===== src/rtl/instr_feeder.sv =====
// Single-clock instruction sequencer: fetches program words from a synchronous ROM and
// drives the processor RUN/DIN/DONE handshake, including the second word of mvi.
module instr_feeder #(
    parameter int          ADDR_W   = 5,
    parameter int          DATA_W   = 9,
    parameter int          PROG_LEN = 32,
    parameter logic [2:0]  OP_MVI   = 3'b001,
    parameter logic [2:0]  OP_HALT  = 3'b111
) (
    input  logic              clk,
    input  logic              reset,
    input  logic              start,
    output logic [ADDR_W-1:0] mem_addr,
    input  logic [DATA_W-1:0] mem_data,
    output logic [DATA_W-1:0] din,
    output logic              run,
    input  logic              done,
    output logic              busy,
    output logic              halted,
    output logic [ADDR_W-1:0] pc,
    output logic [7:0]        instr_count
);

    typedef enum logic [2:0] {
        S_IDLE,
        S_FETCH,
        S_ISSUE,
        S_IMM,
        S_WAIT,
        S_HALT
    } state_t;

    localparam logic [ADDR_W:0] PROG_END = (ADDR_W+1)'(PROG_LEN);

    state_t              state_q, state_d;
    logic [ADDR_W-1:0]   pc_q, pc_d;
    logic [ADDR_W-1:0]   mem_addr_q, mem_addr_d;
    logic [DATA_W-1:0]   din_q, din_d;
    logic [7:0]          instr_count_q, instr_count_d;
    logic                past_end_q, past_end_d;
    logic                busy_q, busy_d;
    logic                halted_q, halted_d;

    logic [ADDR_W:0]     pc_inc1;
    logic [ADDR_W:0]     pc_inc2;
    logic [2:0]          opcode;

    // One extra bit so a carry out of pc also counts as running past the program end.
    assign pc_inc1 = {1'b0, pc_q} + (ADDR_W+1)'(1);
    assign pc_inc2 = {1'b0, pc_q} + (ADDR_W+1)'(2);
    assign opcode  = mem_data[DATA_W-1 -: 3];

    always_comb begin
        state_d       = state_q;
        pc_d          = pc_q;
        mem_addr_d    = mem_addr_q;
        din_d         = din_q;
        instr_count_d = instr_count_q;
        past_end_d    = past_end_q;
        run           = 1'b0;
        din           = din_q;

        case (state_q)
            S_IDLE, S_HALT: begin
                if (start) begin
                    pc_d          = '0;
                    instr_count_d = '0;
                    past_end_d    = 1'b0;
                    state_d       = S_FETCH;
                end
            end
            S_FETCH: begin
                state_d = S_ISSUE;
            end
            S_ISSUE: begin
                din = mem_data;
                if (opcode == OP_HALT) begin
                    state_d = S_HALT;
                end else begin
                    run   = 1'b1;
                    din_d = mem_data;
                    if (instr_count_q != 8'hFF) begin
                        instr_count_d = instr_count_q + 8'd1;
                    end
                    if (opcode == OP_MVI) begin
                        state_d = S_IMM;
                    end else begin
                        pc_d       = pc_inc1[ADDR_W-1:0];
                        past_end_d = (pc_inc1 >= PROG_END);
                        state_d    = S_WAIT;
                    end
                end
            end
            S_IMM: begin
                din        = mem_data;
                din_d      = mem_data;
                pc_d       = pc_inc2[ADDR_W-1:0];
                past_end_d = (pc_inc2 >= PROG_END);
                if (done) begin
                    state_d = past_end_d ? S_HALT : S_FETCH;
                end else begin
                    state_d = S_WAIT;
                end
            end
            S_WAIT: begin
                if (done) begin
                    state_d = past_end_q ? S_HALT : S_FETCH;
                end
            end
            default: begin
                state_d = S_IDLE;
            end
        endcase

        // The ROM address is registered, so it is set up on entry to the state that uses it.
        if (state_d == S_FETCH) begin
            mem_addr_d = pc_d;
        end else if (state_d == S_ISSUE) begin
            mem_addr_d = pc_inc1[ADDR_W-1:0];
        end

        busy_d   = (state_d == S_FETCH) || (state_d == S_ISSUE) ||
                   (state_d == S_IMM)   || (state_d == S_WAIT);
        halted_d = (state_d == S_HALT);
    end

    always_ff @(posedge clk or posedge reset) begin
        if (reset) begin
            state_q       <= S_IDLE;
            pc_q          <= '0;
            mem_addr_q    <= '0;
            din_q         <= '0;
            instr_count_q <= '0;
            past_end_q    <= 1'b0;
            busy_q        <= 1'b0;
            halted_q      <= 1'b0;
        end else begin
            state_q       <= state_d;
            pc_q          <= pc_d;
            mem_addr_q    <= mem_addr_d;
            din_q         <= din_d;
            instr_count_q <= instr_count_d;
            past_end_q    <= past_end_d;
            busy_q        <= busy_d;
            halted_q      <= halted_d;
        end
    end

    assign mem_addr    = mem_addr_q;
    assign pc          = pc_q;
    assign instr_count = instr_count_q;
    assign busy        = busy_q;
    assign halted      = halted_q;

endmodule


===== config.mk =====
export PLATFORM = sky130hd
export DESIGN_NAME = instr_feeder
export DESIGN_NICKNAME = d
export VERILOG_FILES = /design/src/rtl/instr_feeder.sv
export SDC_FILE = /design/constraint.sdc
export NUM_CORES = 1
export LEC_CHECK = 0
export CAP_MARGIN = 20
export CORE_MARGIN = 2
export CORE_UTILIZATION = 45
export CTS_CLUSTER_SIZE = 20
export DETAILED_ROUTE_END_ITERATION = 16
export GPL_TIMING_DRIVEN = 0
export PLACE_DENSITY = 0.72
export REMOVE_ABC_BUFFERS = 1
export SETUP_SLACK_MARGIN = 0.4
export SLEW_MARGIN = 40
export SYNTH_ARGS = -nofsm -noshare
export SYNTH_HDL_FRONTEND = slang
export SYNTH_SLANG_ARGS = --single-unit

===== constraint.sdc =====
create_clock -name clk -period 2.85 [get_ports clk]
set_input_delay 0.57 -clock clk [delete_from_list [all_inputs] [get_ports clk]]
set_output_delay 0.57 -clock clk [all_outputs]
set_load 0.01 [all_outputs]

; ---- After elaboration in Yosys (flattened, before gate mapping)
; Cells that the tools add are included.
; Widths: inputs -> output; s select.
[totals]
out_inout_bits = 30
reg_bits = 33
[classes]
n_eq_ne = 17
add_sub_neg = 3
magnitude_cmp = 2
mux = 27
reduce_logical = 13
[ops]
columns = cell, count
row1 = $mux 5, 5
row2 = $mux 8, 3
row3 = $mux 3, 7
row4 = $mux 9, 2
row5 = $pmux 9 s2, 1
row6 = $pmux 8 s2, 1
row7 = $eq 3x3->1 const B, 5
row8 = $pmux 3 s5, 1
row9 = $pmux 5 s3, 1
row10 = $eq 3x2->1 const B, 4
row11 = $ge 6x6->1 const B, 2
row12 = $eq 3x1->1 const B, 3
row13 = $add 8x1->8 const B, 1
row14 = $ne 2x2->1 const B, 4
row15 = $ne 8x8->1 const B, 1
row16 = $reduce_and 4->1, 2
row17 = $add 5x1->6 const B, 1
row18 = $add 5x2->6 const B, 1
row19 = $reduce_bool 2->1, 3
row20 = $mux 1, 5
row21 = $reduce_or 2->1, 2
row22 = $logic_not 3->1, 1
row23 = $logic_or 1x1->1, 3
row24 = $pmux 1 s3, 1
row25 = 2 further kinds, 2

; ---- Logic depth before layout (Yosys ltp)
[depth]
word_depth = 9
ltp_mapped = 7

; ---- Worst setup path before layout
; Ideal clock, no wire load.
[synth_timing]
path_type = in2reg
startpoint = input port mem_data[6]
endpoint = register mem_addr_q[1], in the netlist mem_addr[1]
setup_slack_ns = 0.879
cell_stages = 6
arrival_time_ns = 1.846
path_cell_list = buf_2 and2b_2 a21oi_2 a32o_2 nor3_4 mux2_4
[synth_between]
elab_chain_cells = 6
word_cells_on_any_way = 12
cone_classes = eq/ne (4) / mux (7) / reduce/logical (1)
[synth_rtl]
columns = element, line_no
row1 = from (decl), 14  ; input logic [DATA_W-1:0] mem_data,
row2 = $eq 3x1->1, 85  ; if (opcode == OP_MVI) begin
row3 = $mux 3, 85
row4 = $mux 3 *, 77  ; if (opcode == OP_HALT) begin
row5 = $pmux 3 s5 *, 63  ; case (state_q)
row6 = net state_d[2], 35  ; state_t state_q, state_d;
row7 = $eq 3x1->1 / $eq 3x2->1 (equally long branches), "116, 118"
row8 = $mux 5 / $reduce_bool 2->1 (equally long branches), -
row9 = to (signal assigned), 140  ; mem_addr_q <= mem_addr_d;
row10 = to (decl), 37  ; logic [ADDR_W-1:0] mem_addr_q, mem_addr_d;
; The timed path passes the listed nets; every way through them passes the cells marked *.
; A chain may end at the register's enable or synchronous reset.

; ---- Final worst setup path
[layout_timing]
startpoint = register state_q[2]
endpoint = output port din[7]
[layout_between]
elab_chain_cells = 3
word_cells_on_any_way = 4
cone_classes = eq/ne (2) / mux (1) / reduce/logical (1)
[layout_rtl]
columns = element, line_no
row1 = from (decl), 35
row2 = from (signal assigned), 138  ; state_q <= state_d;
row3 = $eq 3x2->1, 63
row4 = $reduce_or 2->1 (no source line) *, -
row5 = $mux 9 *, 63
row6 = to (decl), 15  ; output logic [DATA_W-1:0] din,
; Every way passes the cells marked *; elsewhere a longest branch is shown, timed or not.

==> results.sh <==
export IMPL_status="finished clean"
export IMPL_power_mw=2.292
export IMPL_ys_warn_count=0
export IMPL_layout_drive_gt1_share_pct=11.83
export IMPL_max_slew_margin_rel_pct=53.47
export IMPL_multi_input_area_mm2=0.001055
export IMPL_slowest_stage="clkdlybuf4s50_1"
export IMPL_gp_congestion=0.8799
export IMPL_ioPinCount=43
export IMPL_first_pass_iters=4
export IMPL_ys_seq_area_share_pct=41.90
export IMPL_grt_pass1_wl_um=7300
export IMPL_power_density_mw_per_mm2=912.7
export IMPL_cp_arrival_ns=1.79
export IMPL_grt_pass1_vias=1607
export IMPL_yosys_area_top_type="dfrtp_1"
export IMPL_vias=1701
export IMPL_r2r_setup_slack_ns=0.82
export IMPL_cp_required_ns=2.28
export IMPL_clock_latency_ns=0.29
export IMPL_placed_cell_area_mm2=0.002391
export IMPL_yosys_most_used_dff="dfrtp_1"
export IMPL_whs_ns=0.4897
export IMPL_final_cells=314
export IMPL_finish_utilization_pct=58.48
export IMPL_final_nets=279
export IMPL_fin_crit_sh_pct=82.93
export IMPL_drtAntennaViolNets=0
export IMPL_insertedDiodeCount=0
export IMPL_min_period_ns=2.364
export IMPL_synth_top_area_share_pct=41.90
export IMPL_p_leak_nw=1.135
export IMPL_rr_endpoint="mem_addr[1]$_DFFE_PP0P_"
export IMPL_cts_tree="built"
export IMPL_die_x_um=70.18
export IMPL_cts_sinks=33
export IMPL_drt_iter0_drc=127
export IMPL_port_buffers=42
export IMPL_max_freq_mhz=423.1
export IMPL_slowest_delay_ns=0.53
export IMPL_postCtsHoldBufs=0
export IMPL_synth_area_per_cell_um2=8.837
export IMPL_dp_final_hpwl_um=2957
export IMPL_die_y_um=70.18
export IMPL_cp_cell_sequence="and2b_4 -> nand2_1 -> nand2_1 -> clkdlybuf4s50_1"
export IMPL_tns_ns=0
export IMPL_synth_async_sr_flop_share_pct=100.0
export IMPL_r2r_start="pc[1]$_DFF_PP0_"
export IMPL_cp_max_fo=11
export IMPL_finClkSkew_ns=0.007926
export IMPL_initial_core_util_pct=45.89
export IMPL_tightest_slew_ns=0.6969
export IMPL_clock_path_buffers=2
export IMPL_synthCells=223
export IMPL_syn_to_final_growth_pct=27.43
export IMPL_drc_errors=0
export IMPL_dpl_worst_slack_ns=0.1253
export IMPL_hp_class="reg -> reg"
export IMPL_setup_ws_ns=0.4865
export IMPL_hold_viol_final=0
export IMPL_r2r_cells=6
export IMPL_startpoint="state_q[2]$_DFF_PP0_"
export IMPL_yosysUniqueCellTypes=47
export IMPL_ir_worst_vdd_uv=361.0
export IMPL_drv_slew=0
export IMPL_startpoint_type="flop"
export IMPL_vias_per_cell=5.417
export IMPL_synth_seq_cells=33
export IMPL_end_kind="primary output"
export IMPL_setup_viol=0
export IMPL_cp_common_cell="nand2_1"
export IMPL_grt_max_degree=34
export IMPL_wirelength_um=4236
export IMPL_antenna_found_initial=0
export IMPL_cts_clk_slew_worst_paths_ns=0.06
export IMPL_root_buffer="clkbuf_8"
export IMPL_design_core_area_mm2=0.004294
export IMPL_overflow=0
export IMPL_finalInstanceArea_mm2=0.002511
export IMPL_synth_area_top_cells="dfrtp_1 (42%), nand2_1 (7.8%), mux2_2 (4.0%), xor2_1 (4.0%), nor2_1 (3.6%)"
export IMPL_crit_end="din[7]"
export IMPL_rsz0062_at_grt="no"
export IMPL_wl_per_cell_um=13.49
export IMPL_cts_max_level=2
export IMPL_synth_edf_count=0
export IMPL_regArea_um2=828.3
export IMPL_gr_usage_all_layers_pct=18.63
export IMPL_crit_type="reg -> out"
export IMPL_netlist_area_mm2=0.001971
export IMPL_place_inst=304
export IMPL_dieArea_mm2=0.004925
export IMPL_fillers=403
export IMPL_cts_inserted_buffers=5
export IMPL_cap_viol_max_count=0
export IMPL_rows=24
timing repair:
action,4_1_cts,5_1_grt
setup endpoints to repair,10,10
gates resized for setup,8,4
pin swaps,1,0
setup buffers,1,2
area by class of cell:
type                            count  share of cell area [%]
Sequential cell                    33                   32.98
Clock buffer                        7                   3.438
Tap cell                           52                   2.591
Multi-Input combinational cell    166                   42.00
Timing Repair Buffer               45                   17.34
Inverter                           11                   1.644
report_power, final:
group          switching (mW)  internal [mW]  total, mW
Combinational           0.568          0.611       1.18
Sequential              0.148          0.615      0.763
Clock                   0.159          0.191      0.350
state kept, by name, summed over array words and instances, names as in the netlist:
| name | count |
|---|---|
| state_q | 3 |
| busy | 1 |
| pc | 5 |
| halted | 1 |
| din_q | 9 |
| mem_addr | 5 |
| past_end_q | 1 |
| instr_count | 8 |
cells by family (layout without fill, tap and decap cells):
| logic type | Yosys count | in the layout | synth area share (%) |
|---|---|---|---|
| buffers and inverters | 24 | 63 | 5.397 |
| xor gates and xnor gates | 12 | 12 | 5.334 |
| DFF | 33 | 33 | 41.90 |
| AOI/OAI and AO/OA | 39 | 39 | 13.65 |
| muxes | 12 | 12 | 6.794 |
| adders and majority gates | 4 | 4 | 2.540 |
| and+or+nand+nor | 99 | 99 | 24.38 |
cells in the final DEF, fill, tap and decap left out, drive strengths merged, types with 4 or more instances in the layout:
master and n:
clkdlybuf4s50 39, nor2 20, xor2 9, ha 4
nand2 41, inv 11, nand3 10, and3 4
a21oi 12, mux2i 4, mux2 8, dfrtp 33
nor3 5, o21ai 7, clkbuf 8
worst min path at each step:
| stage | from | endpoint | depth (start not counted) |
|---|---|---|---|
| after detailed placement | past_end_q$_DFFE_PP0P_ | past_end_q$_DFFE_PP0P_ | 2 |
| after CTS | din_q[8]$_DFFE_PP0P_ | din_q[8]$_DFFE_PP0P_ | 1 |
| after global routing | din_q[7]$_DFFE_PP0P_ | din_q[7]$_DFFE_PP0P_ | 1 |
| after floorplan | past_end_q$_DFFE_PP0P_ | past_end_q$_DFFE_PP0P_ | 2 |
| after global placement | past_end_q$_DFFE_PP0P_ | past_end_q$_DFFE_PP0P_ | 2 |
| final | din_q[8]$_DFFE_PP0P_ | din_q[8]$_DFFE_PP0P_ | 1 |
metal layers:
layer	global-route usage, %	part of all wire [%]
met3	4.618	5.8
met1	24.70	45
met5	0	0
met2	29.21	47
met4	7.692	1.8
worst max-delay path: cells and delay by family, from the launching register on:
family        cells  cell delay (ns)
buf+inv           1             0.53
simple gates      3             0.52
flops             1             0.46
Yosys cell counts (3+ instances only):
master,count
o21ai_0,7
a21oi_1,11
inv_1,11
nand2b_1,3
buf_2,7
and3_1,4
mux2_2,7
nor3_1,4
nand2_1,41
xnor2_1,3
and2_1,3
clkbuf_1,5
nor2_1,19
o22a_1,3
xor2_1,9
nand4_1,3
mux2i_1,4
nand3_1,10
ha_1,4
dfrtp_1,33
Note: power is estimated with default switching activity, not from simulation.
